### src/rtl/serial_adder.sv
// rtl/serial_adder.sv - bit-serial WIDTH-bit adder: one full_adder plus carry FF, LSB first
// Optional signed-overflow output enabled by defining SERIAL_ADDER_OVF_EN.

module full_adder (
  input  logic a,
  input  logic b,
  input  logic cin,
  output logic sum,
  output logic cout
);
  assign sum  = a ^ b ^ cin;
  assign cout = (a & b) | (a & cin) | (b & cin);
endmodule

module serial_adder #(
  parameter int WIDTH = 8
) (
  input  logic             CLK,
  input  logic             RST_N,
  input  logic             START,
  input  logic [WIDTH-1:0] A,
  input  logic [WIDTH-1:0] B,
  input  logic             CIN,
  output logic             BUSY,
  output logic             DONE,
  output logic [WIDTH-1:0] SUM,
  output logic             COUT
`ifdef SERIAL_ADDER_OVF_EN
  ,
  output logic             OVF
`endif
);

  localparam int CW = (WIDTH > 1) ? $clog2(WIDTH) : 1;
  localparam logic [CW-1:0] LAST = CW'(WIDTH - 1);

  typedef enum logic [1:0] {
    IDLE   = 2'd0,
    RUN    = 2'd1,
    DONE_S = 2'd2
  } state_t;

  state_t           state;
  logic [WIDTH-1:0] a_sr;
  logic [WIDTH-1:0] b_sr;
  logic [WIDTH-1:0] res_sr;
  logic [CW-1:0]    cnt;
  logic             carry;
  logic             fa_sum;
  logic             fa_cout;
  logic [WIDTH-1:0] res_next;

  full_adder u_fa (
    .a    (a_sr[0]),
    .b    (b_sr[0]),
    .cin  (carry),
    .sum  (fa_sum),
    .cout (fa_cout)
  );

  // Result fills from the top so the first (LSB) sum bit ends up in bit 0.
  assign res_next = {fa_sum, res_sr[WIDTH-1:1]};

  always_ff @(posedge CLK) begin
    if (!RST_N) begin
      state  <= IDLE;
      BUSY   <= 1'b0;
      DONE   <= 1'b0;
      SUM    <= '0;
      COUT   <= 1'b0;
      a_sr   <= '0;
      b_sr   <= '0;
      res_sr <= '0;
      cnt    <= '0;
      carry  <= 1'b0;
`ifdef SERIAL_ADDER_OVF_EN
      OVF    <= 1'b0;
`endif
    end else begin
      case (state)
        IDLE: begin
          DONE <= 1'b0;
          if (START) begin
            a_sr  <= A;
            b_sr  <= B;
            carry <= CIN;
            cnt   <= '0;
            BUSY  <= 1'b1;
            state <= RUN;
          end
        end
        RUN: begin
          carry  <= fa_cout;
          res_sr <= res_next;
          a_sr   <= a_sr >> 1;
          b_sr   <= b_sr >> 1;
          cnt    <= cnt + CW'(1);
          if (cnt == LAST) begin
            SUM   <= res_next;
            COUT  <= fa_cout;
`ifdef SERIAL_ADDER_OVF_EN
            // carry still holds the carry into the MSB at this edge
            OVF   <= carry ^ fa_cout;
`endif
            BUSY  <= 1'b0;
            DONE  <= 1'b1;
            state <= DONE_S;
          end
        end
        DONE_S: begin
          DONE  <= 1'b0;
          state <= IDLE;
        end
        default: begin
          BUSY  <= 1'b0;
          DONE  <= 1'b0;
          state <= IDLE;
        end
      endcase
    end
  end

endmodule
### config.mk
export PLATFORM = sky130hd
export DESIGN_NAME = serial_adder
export DESIGN_NICKNAME = d
export VERILOG_FILES = /design/src/rtl/serial_adder.sv
export SDC_FILE = /design/constraint.sdc
export NUM_CORES = 1
export LEC_CHECK = 0
export CAP_MARGIN = 10
export CORE_MARGIN = 8
export CORE_UTILIZATION = 57
export CTS_BUF_LIST = sky130_fd_sc_hd__clkbuf_8
export CTS_CLUSTER_DIAMETER = 150
export DETAILED_ROUTE_END_ITERATION = 10
export PLACE_DENSITY_LB_ADDON = 0.1
export SYNTH_ARGS = -nofsm -noshare
export SYNTH_HDL_FRONTEND = slang
export SYNTH_SLANG_ARGS = --single-unit
### constraint.sdc
create_clock -name CLK -period 2.6 [get_ports CLK]
set_input_delay 0.39 -clock CLK [delete_from_list [all_inputs] [get_ports CLK]]
set_output_delay 0.39 -clock CLK [all_outputs]
set_load 0.05 [all_outputs]
Yosys cells after proc, flatten, opt, wreduce, memory -nomap -nowiden
Cells that the tools add are included.

word-level totals
  register bits = 41
  output and inout port bits = 11
  word-level logic and storage cells = 45

cells by class
  $add $sub $neg = 1
  eq/ne operators = 5
  mux-type cells = 14
  bitwise operators = 8
  reductions and logical operators = 7

operator list
  kind                                                  count
  one-hot mux 8 bit (2 select lines)                    2
  two-way mux 8 bit                                     2
  AND reduction 2 bit                                   4
  one-hot mux 3 bit (2 select lines)                    1
  two-way mux 2 bit                                     2
  inequality test 2 bit (second input constant)         2
  one-hot mux 2 bit (2 select lines)                    1
  adder 3 x 1 -> 3 bit (second input constant)          1
  AND 1 bit                                             3
  equality test 3 bit (second input constant)           1
  two-way mux 1 bit                                     3
  two-way mux 3 bit                                     1
  one-hot mux 1 bit (3 select lines)                    1
  AND reduction 3 bit                                   1
  equality test 2 x 1 -> 1 bit (second input constant)  1
  equality test 2 bit (second input constant)           1
  zero test 2 bit                                       1
  OR 1 bit                                              2
  one-hot mux 1 bit (2 select lines)                    1
  nonzero test 2 bit                                    1
  XOR 1 bit                                             2
  NOT 1 bit                                             1

Logic depth before layout (Yosys ltp)
Gate-level depths: netlist of run 1.

  word-level depth = 4
  mapped depth = 6

Hierarchy
From an unflattened synthesis of run 1, not the netlist that was laid out.

unflattened totals
  cell total of the unflattened synthesis = 190
  area, all modules = 1,622.8 sq um

modules (own cells, without submodules)
  module        times used  cells an instance  area each (sq um)  sequential area each (sq um)
  serial_adder  1           189                1,602.8            800.8
  full_adder    1           1                  20.0               0.0

Least setup slack after synthesis of run 1
No wires, ideal clock.

  path type = register to register
  start = register cnt[0]
  end = register COUT
  data arrival time = 1,161 ps
  data required time = 2,524 ps
  slack = 1,364 ps
  cell stages (with the launch flop) = 6
  path buffers = 1
  cell sequence = dfxtp_1 -> ha_1 -> ha_1 -> buf_1 -> nand3_1 -> a21boi_0

on the way
  longest elaborated chain between the ends = 2

RTL lines
  item                           line  text
  from (decl)                    47    logic [CW-1:0] cnt;
  from (signal assigned)         97    cnt <= cnt + CW'(1);
  equality test 3 bit            98    if (cnt == LAST) begin
  AND reduction 2 bit (no line)  n/a
  to (signal assigned)           100   COUT <= fa_cout;
  to (decl)                      27    output logic COUT

Every way passes these cells.
A chain may end at the register's enable or synchronous reset.

Worst setup path after layout of run 1
  start = register SUM[2]
  end = output SUM[2]

RTL lines
  item                    line  text
  from (decl)             26    output logic [WIDTH-1:0] SUM,
  from (signal assigned)  99    SUM <= res_next;

No word-level cell between the ends.

==> impl_metrics.toml, run 1 <==
[die]
dieWidth_um = 69.3
start_util_pct = 59.3
num_io_pins = 31
fp.coreArea_um2 = 2730
die_h_um = 69.3
design.die.area_um2 = 4800
rows = 19

[detailed_routing]
vias_per_cell = 5.48
drtIter0Drc = 118
avgRoutedWirePerCell_um = 13.1
wl_mm = 3.24
firstDrtPassIters = 4
via_count = 1354
drtAntennaViolNets = 0
drc = 0

[timing]
finalHoldViolCount = 0
slew_viol_final = 0
fmax_mhz = 545
finClkSkew_ns = 0.00750
relSlewSlack_pct = 55.8
setup_violations = 0
worst_slack_ns = 0.767
tightest_slew_ns = 0.661
fin_setup_tns_ns = 0
fin_crit_sh_pct = 70.5
min_period_ns = 1.83
rsz0062_at_grt = "false"

[placed_design]
place.gp.congestion = 0.744
port_buffers = 30
dp.final_hpwl_mm = 2.29
dp_slack_ns = 0.726

[clock_tree]
cts_num_sinks = 40
clockRootBuffer = "clkbuf_8"
insertion_delay_ns = 0.29
numCtsBuffers = 5
clk_path_buf_depth = 2
post_cts_buffers = 0
hold_buffers = 0
clk_pin_slew_worst_paths_ns = 0.07
tritoncts = "built"
cts_resized = 0
cts_htree_levels = 2

[setup_path]
r2r_slack_ns = 0.85
crit_type = "reg -> out"
rr_endpoint = "SUM[0]"
startpoint_type = "flip-flop"
arrival_ns = 1.44
endpoint_kind = "primary output"
required_ns = 2.21
crit_slowest_cell = "clkdlybuf4s50_1"
crit_start = "SUM[2]"
cp_top_family = "buffers and inverters"
critical-path-max-stage-delay_ns = 0.81
cp_num_buf_inv = 1
reg2reg_depth = 5
cp_cell_sequence = "clkdlybuf4s50_1"
critPathMaxFanout = 2
rr_startpoint = "cnt[0]"

[synth]
synth_cells = 190
yosysUniqueCellTypes = 25
syn-num-nets = 213
ys_seq_elements = 40
syn-cell-area_um2 = 1620
syn_area_per_cell_um2 = 8.53
yosysWarnings = 0
seq_area_frac_synth_pct = 49.4

[global_route]
grtUsageTotal_pct = 13.4
grt_pass1_wl_mm = 5.46
antenna_found_initial = 0
grt_pass1_vias = 1232
grt_max_degree = 31
grt_overflow = 0

[pwr]
comb_power_share_pct = 10.3
leakage_nw = 0.733
swShare_pct = 23.5
pwr-share-seq_pct = 55.3
p_sw_mw = 0.279
powerDensity_nw_per_um2 = 594
internal_power_mw = 0.908
vdd_drop_max_v = 0.000609
p_clk_share_pct = 34.4

[status]
status = "finished clean"

[hold_path]
hold_end = "res_sr[4]"
hold_depth = 2
min_from = "res_sr[5]"
hold_class = "reg -> reg"

[final_layout]
fin_nets = 238
layout-drive-gt1-share_pct = 3.70
fill_cells = 212
syn_to_final_growth_pct = 23.3
n_antenna_cell = 0

[job]
drv_cap = 0
[cells by family (layout without fill, tap and decap cells)]
family | count (synthesis) | after routing | synth area share [%]
compound gates | 54 | 54 | 21.4
mux | 2 | 2 | 1.24
fa+ha+maj | 3 | 3 | 2.78
simple gates | 76 | 76 | 20.8
buf+inv | 15 | 41 | 4.32
flops | 40 | 40 | 49.4
[synth_stat cells]
cell type | instances | area [um2]
mux2i_1 | 2 | 20.0
a21oi_1 | 1 | 5.00
a21boi_0 | 11 | 82.6
and3_1 | 1 | 6.26
a21boi_1 | 5 | 37.5
nand2_1 | 53 | 199
buf_1 | 1 | 3.75
nand3_1 | 9 | 45.0
ha_1 | 2 | 25.0
o21bai_1 | 1 | 7.51
nor2b_1 | 6 | 37.5
buf_2 | 8 | 40.0
a22oi_1 | 4 | 30.0
fa_1 | 1 | 20.0
o211a_1 | 1 | 10.0
inv_1 | 1 | 3.75
nand3b_1 | 1 | 7.51
nor3b_1 | 2 | 15.0
and2b_1 | 2 | 15.0
a31oi_1 | 15 | 93.8
o21ai_0 | 16 | 80.1
buf_4 | 1 | 7.51
clkbuf_1 | 4 | 15.0
dfxtp_1 | 40 | 801
nand2b_1 | 2 | 12.5
[worst max-delay path by stage]
stage / endpoint / slack [ns] / cells after the start
floorplan: COUT / 1.36 / 5
global placement: COUT / 0.81 / 3
detailed placement: SUM[0] / 0.73 / 3
CTS: SUM[2] / 0.75 / 1
global route: SUM[7] / 0.66 / 5
finish: SUM[2] / 0.77 / 1
[layer usage]
metal	GRT usage, %	share of wire [%]
met2	21.4	47
met3	4.29	5.0
met4	7.74	1.4
met5	0	0
met1	15.2	46
[final cells by class]
| cell class | count | area (um2) | area share (%) |
|---|---|---|---|
| tap | 31 | 38.8 | 1.94 |
| multi-input combinational | 135 | 749 | 37.5 |
| clock buffer | 6 | 82.6 | 4.13 |
| timing repair buffer | 32 | 315 | 15.8 |
| sequential | 40 | 801 | 40.1 |
| inverter | 1 | 3.75 | 0.188 |
| clock inverter | 2 | 7.51 | 0.376 |
[registers in the layout (all words and copies together) (netlist names)]
name and count:
state 2, carry 1, SUM 8, DONE 1
b_sr 8, cnt 3, COUT 1, BUSY 1
res_sr 7, a_sr 8
[through the flow]
stage               utilization, %  power (mW)  std cells  area [um2]  hold slack, ns
finish                        73.1        1.19        247        2000           0.467
floorplan                        -       0.746        190        1620           0.444
global placement              69.8       0.786        239        1910           0.449
detailed placement            69.8       0.791        239        1910           0.461
global route                  73.1        1.23        247        2000           0.490
CTS                           73.1        1.20        247        2000           0.468
[power by group through the flow]
stage	Clock [mW]	Combinational [mW]	Sequential, mW
final	0.409	0.122	0.656
after global routing	0.438	0.135	0.659
after CTS	0.417	0.123	0.656
after detailed placement	0	0.122	0.669
after global placement	0	0.118	0.668
after floorplan	0	0.0776	0.668
[cell usage in the layout (no fill, tap or decap)]
| cell type | instances |
|---|---|
| a31oi_1 | 15 |
| nand2b_1 | 2 |
| o21ai_0 | 16 |
| dfxtp_1 | 40 |
| nand2_1 | 53 |
| and3_1 | 1 |
| inv_1 | 3 |
| a21oi_1 | 1 |
| buf_4 | 2 |
| o21bai_1 | 1 |
| and2b_1 | 2 |
| clkdlybuf4s50_1 | 30 |
| nor3b_1 | 2 |
| mux2i_1 | 2 |
| a21boi_1 | 5 |
| o211a_1 | 1 |
| nand3b_1 | 1 |
| nor2b_1 | 6 |
| ha_1 | 2 |
| a21boi_0 | 11 |
| a22oi_1 | 4 |
| fa_1 | 1 |
| clkbuf_8 | 6 |
| nand3_1 | 9 |
Note: power is estimated with default switching activity, not from simulation.
==> run 2, diff against run 1 <==
CORE_UTILIZATION = 53   (was 57)
clock period = 1.8 ns   (was 2.6 ns; I/O delays follow)
==> run 2 against run 1 <==
Via count is 0.44% higher. Clock skew is 0.0062 ns lower. Sequential cell count stayed put. Sequential share of layout area is 0.74 points lower. Global-route usage is 0.32 points higher. Combinational power is 50% higher. Largest power group unchanged. Sequential power is 44% higher. Worst hold slack worse by 0.0072 ns. Non-clock buffer count is 3 higher. Register-to-register slack worse by 0.46 ns. Die area is 5.8% higher. Wire length is 2.5% lower.
==> impl_metrics.toml, run 2 (same netlist as run 1, synthesis figures left out) <==
[timing]
fin_crit_sh_pct = 94.4
finClkSkew_ns = 0.00131
setup_violations = 0
min_period_ns = 1.70
slew_viol_final = 0
finalHoldViolCount = 0
relSlewSlack_pct = 66.1
rsz0062_at_grt = "false"
tightest_slew_ns = 0.506
fmax_mhz = 588
fin_setup_tns_ns = 0

[final_layout]
n_antenna_cell = 0
fin_nets = 241
final_util_pct = 68.4
final_area_um2 = 2040
syn_to_final_growth_pct = 25.6
layout_commonest_cell = "nand2_1"
reg_top3 = "SUM (8), a_sr (8), b_sr (8)"
layout-drive-gt1-share_pct = 5.02
final_cell_mix = "nand2_1 (53), dfxtp_1 (40), clkdlybuf4s50_1 (30)"

[die]
fp.coreArea_um2 = 2980
die_h_um = 71.3
start_util_pct = 54.4
rows = 20
num_io_pins = 31
design.die.area_um2 = 5080
dieWidth_um = 71.3

[setup_path]
crit_slowest_cell = "clkdlybuf4s50_1"
critical-path-max-stage-delay_ns = 0.81
rr_startpoint = "cnt[0]"
endpoint_kind = "primary output"
cp_top_family = "buffers and inverters"
crit_start = "BUSY"
rr_endpoint = "SUM[6]"
r2r_slack_ns = 0.39
cp_cell_sequence = "clkdlybuf4s50_1"
reg2reg_depth = 5
required_ns = 1.53
cp.depth = 1
cp_num_buf_inv = 1
critPathMaxFanout = 2
crit_end = "BUSY"
startpoint_type = "flip-flop"
arrival_ns = 1.43
crit_type = "reg -> out"

[clock_tree]
tritoncts = "built"
cts_num_sinks = 40
cts_htree_levels = 2
clk_pin_slew_worst_paths_ns = 0.07
numCtsBuffers = 5
clockRootBuffer = "clkbuf_8"
cts_resized = 0
post_cts_buffers = 0
insertion_delay_ns = 0.28
hold_buffers = 0
clk_path_buf_depth = 2

[detailed_routing]
drtAntennaViolNets = 0
drc = 0
via_count = 1360
firstDrtPassIters = 6
wl_mm = 3.16
avgRoutedWirePerCell_um = 12.5
drtIter0Drc = 73
vias_per_cell = 5.40

[placed_design]
dpl_cell_area_um2 = 1950
place.gp.congestion = 0.699
dp.final_hpwl_mm = 2.23
port_buffers = 30

[global_route]
antenna_found_initial = 0
grt_pass1_wl_mm = 5.72
grt_pass1_vias = 1363
grt_max_degree = 41
grtUsageTotal_pct = 13.7
grt_overflow = 0

[status]
status = "finished clean"

[pwr]
powerDensity_nw_per_um2 = 841
vdd_drop_max_v = 0.000698
power_mw = 1.71
leakage_nw = 0.754

[hold_path]
hold_depth = 2
hold_class = "reg -> reg"

[job]
drv_cap = 0
run 2: per-stage QoR:
stage / std cells / hold slack [ns] / setup slack, ns
final: 252 / 0.460 / 0.0999
after global routing: 252 / 0.487 / 0.0426
after CTS: 252 / 0.466 / 0.0847
after detailed placement: 244 / 0.456 / 0.160
after global placement: 244 / 0.449 / 0.207
after floorplan: 190 / 0.425 / 0.564
run 2: metal layers:
layer | vias to the layer above | global-route usage [%] | share of wire [%]
met5 | - | 0 | 0
li1 | 703 | - | -
met4 | 0 | 6.24 | 1.2
met1 | 624 | 15.2 | 44
met2 | 28 | 23.4 | 49
met3 | 5 | 4.18 | 5.7
run 2: worst min path at each step:
stage | start | to | slack (ns)
global route | res_sr[7] | res_sr[7] | 0.49
floorplan | A[0] | a_sr[0] | 0.42
detailed placement | SUM[3] | SUM[3] | 0.46
global placement | SUM[2] | SUM[2] | 0.45
CTS | SUM[3] | SUM[3] | 0.47
finish | SUM[3] | SUM[3] | 0.46
run 2: layout make-up:
| class | instances | area, um2 |
|---|---|---|
| clock buffers | 6 | 82.6 |
| well taps | 33 | 41.3 |
| inverters | 1 | 3.75 |
| clock inverters | 2 | 7.51 |
| flip-flops and latches | 40 | 801 |
| repair buffers | 35 | 350 |
| fillers | 251 | 942 |
| multi-input cells | 135 | 749 |
run 2: where the power goes:
part           internal, mW  switching (mW)  total, mW  leakage (nW)
combinational        0.0930          0.0904      0.183         0.373
clock                 0.301           0.282      0.583        0.0538
sequential            0.924          0.0229      0.947         0.327
==> run 3, diff against run 2 <==
CAP_MARGIN = unset   (was 10)
==> results of run 3 <==
No change in the layout: final DEF, timing and power equal those of run 2.
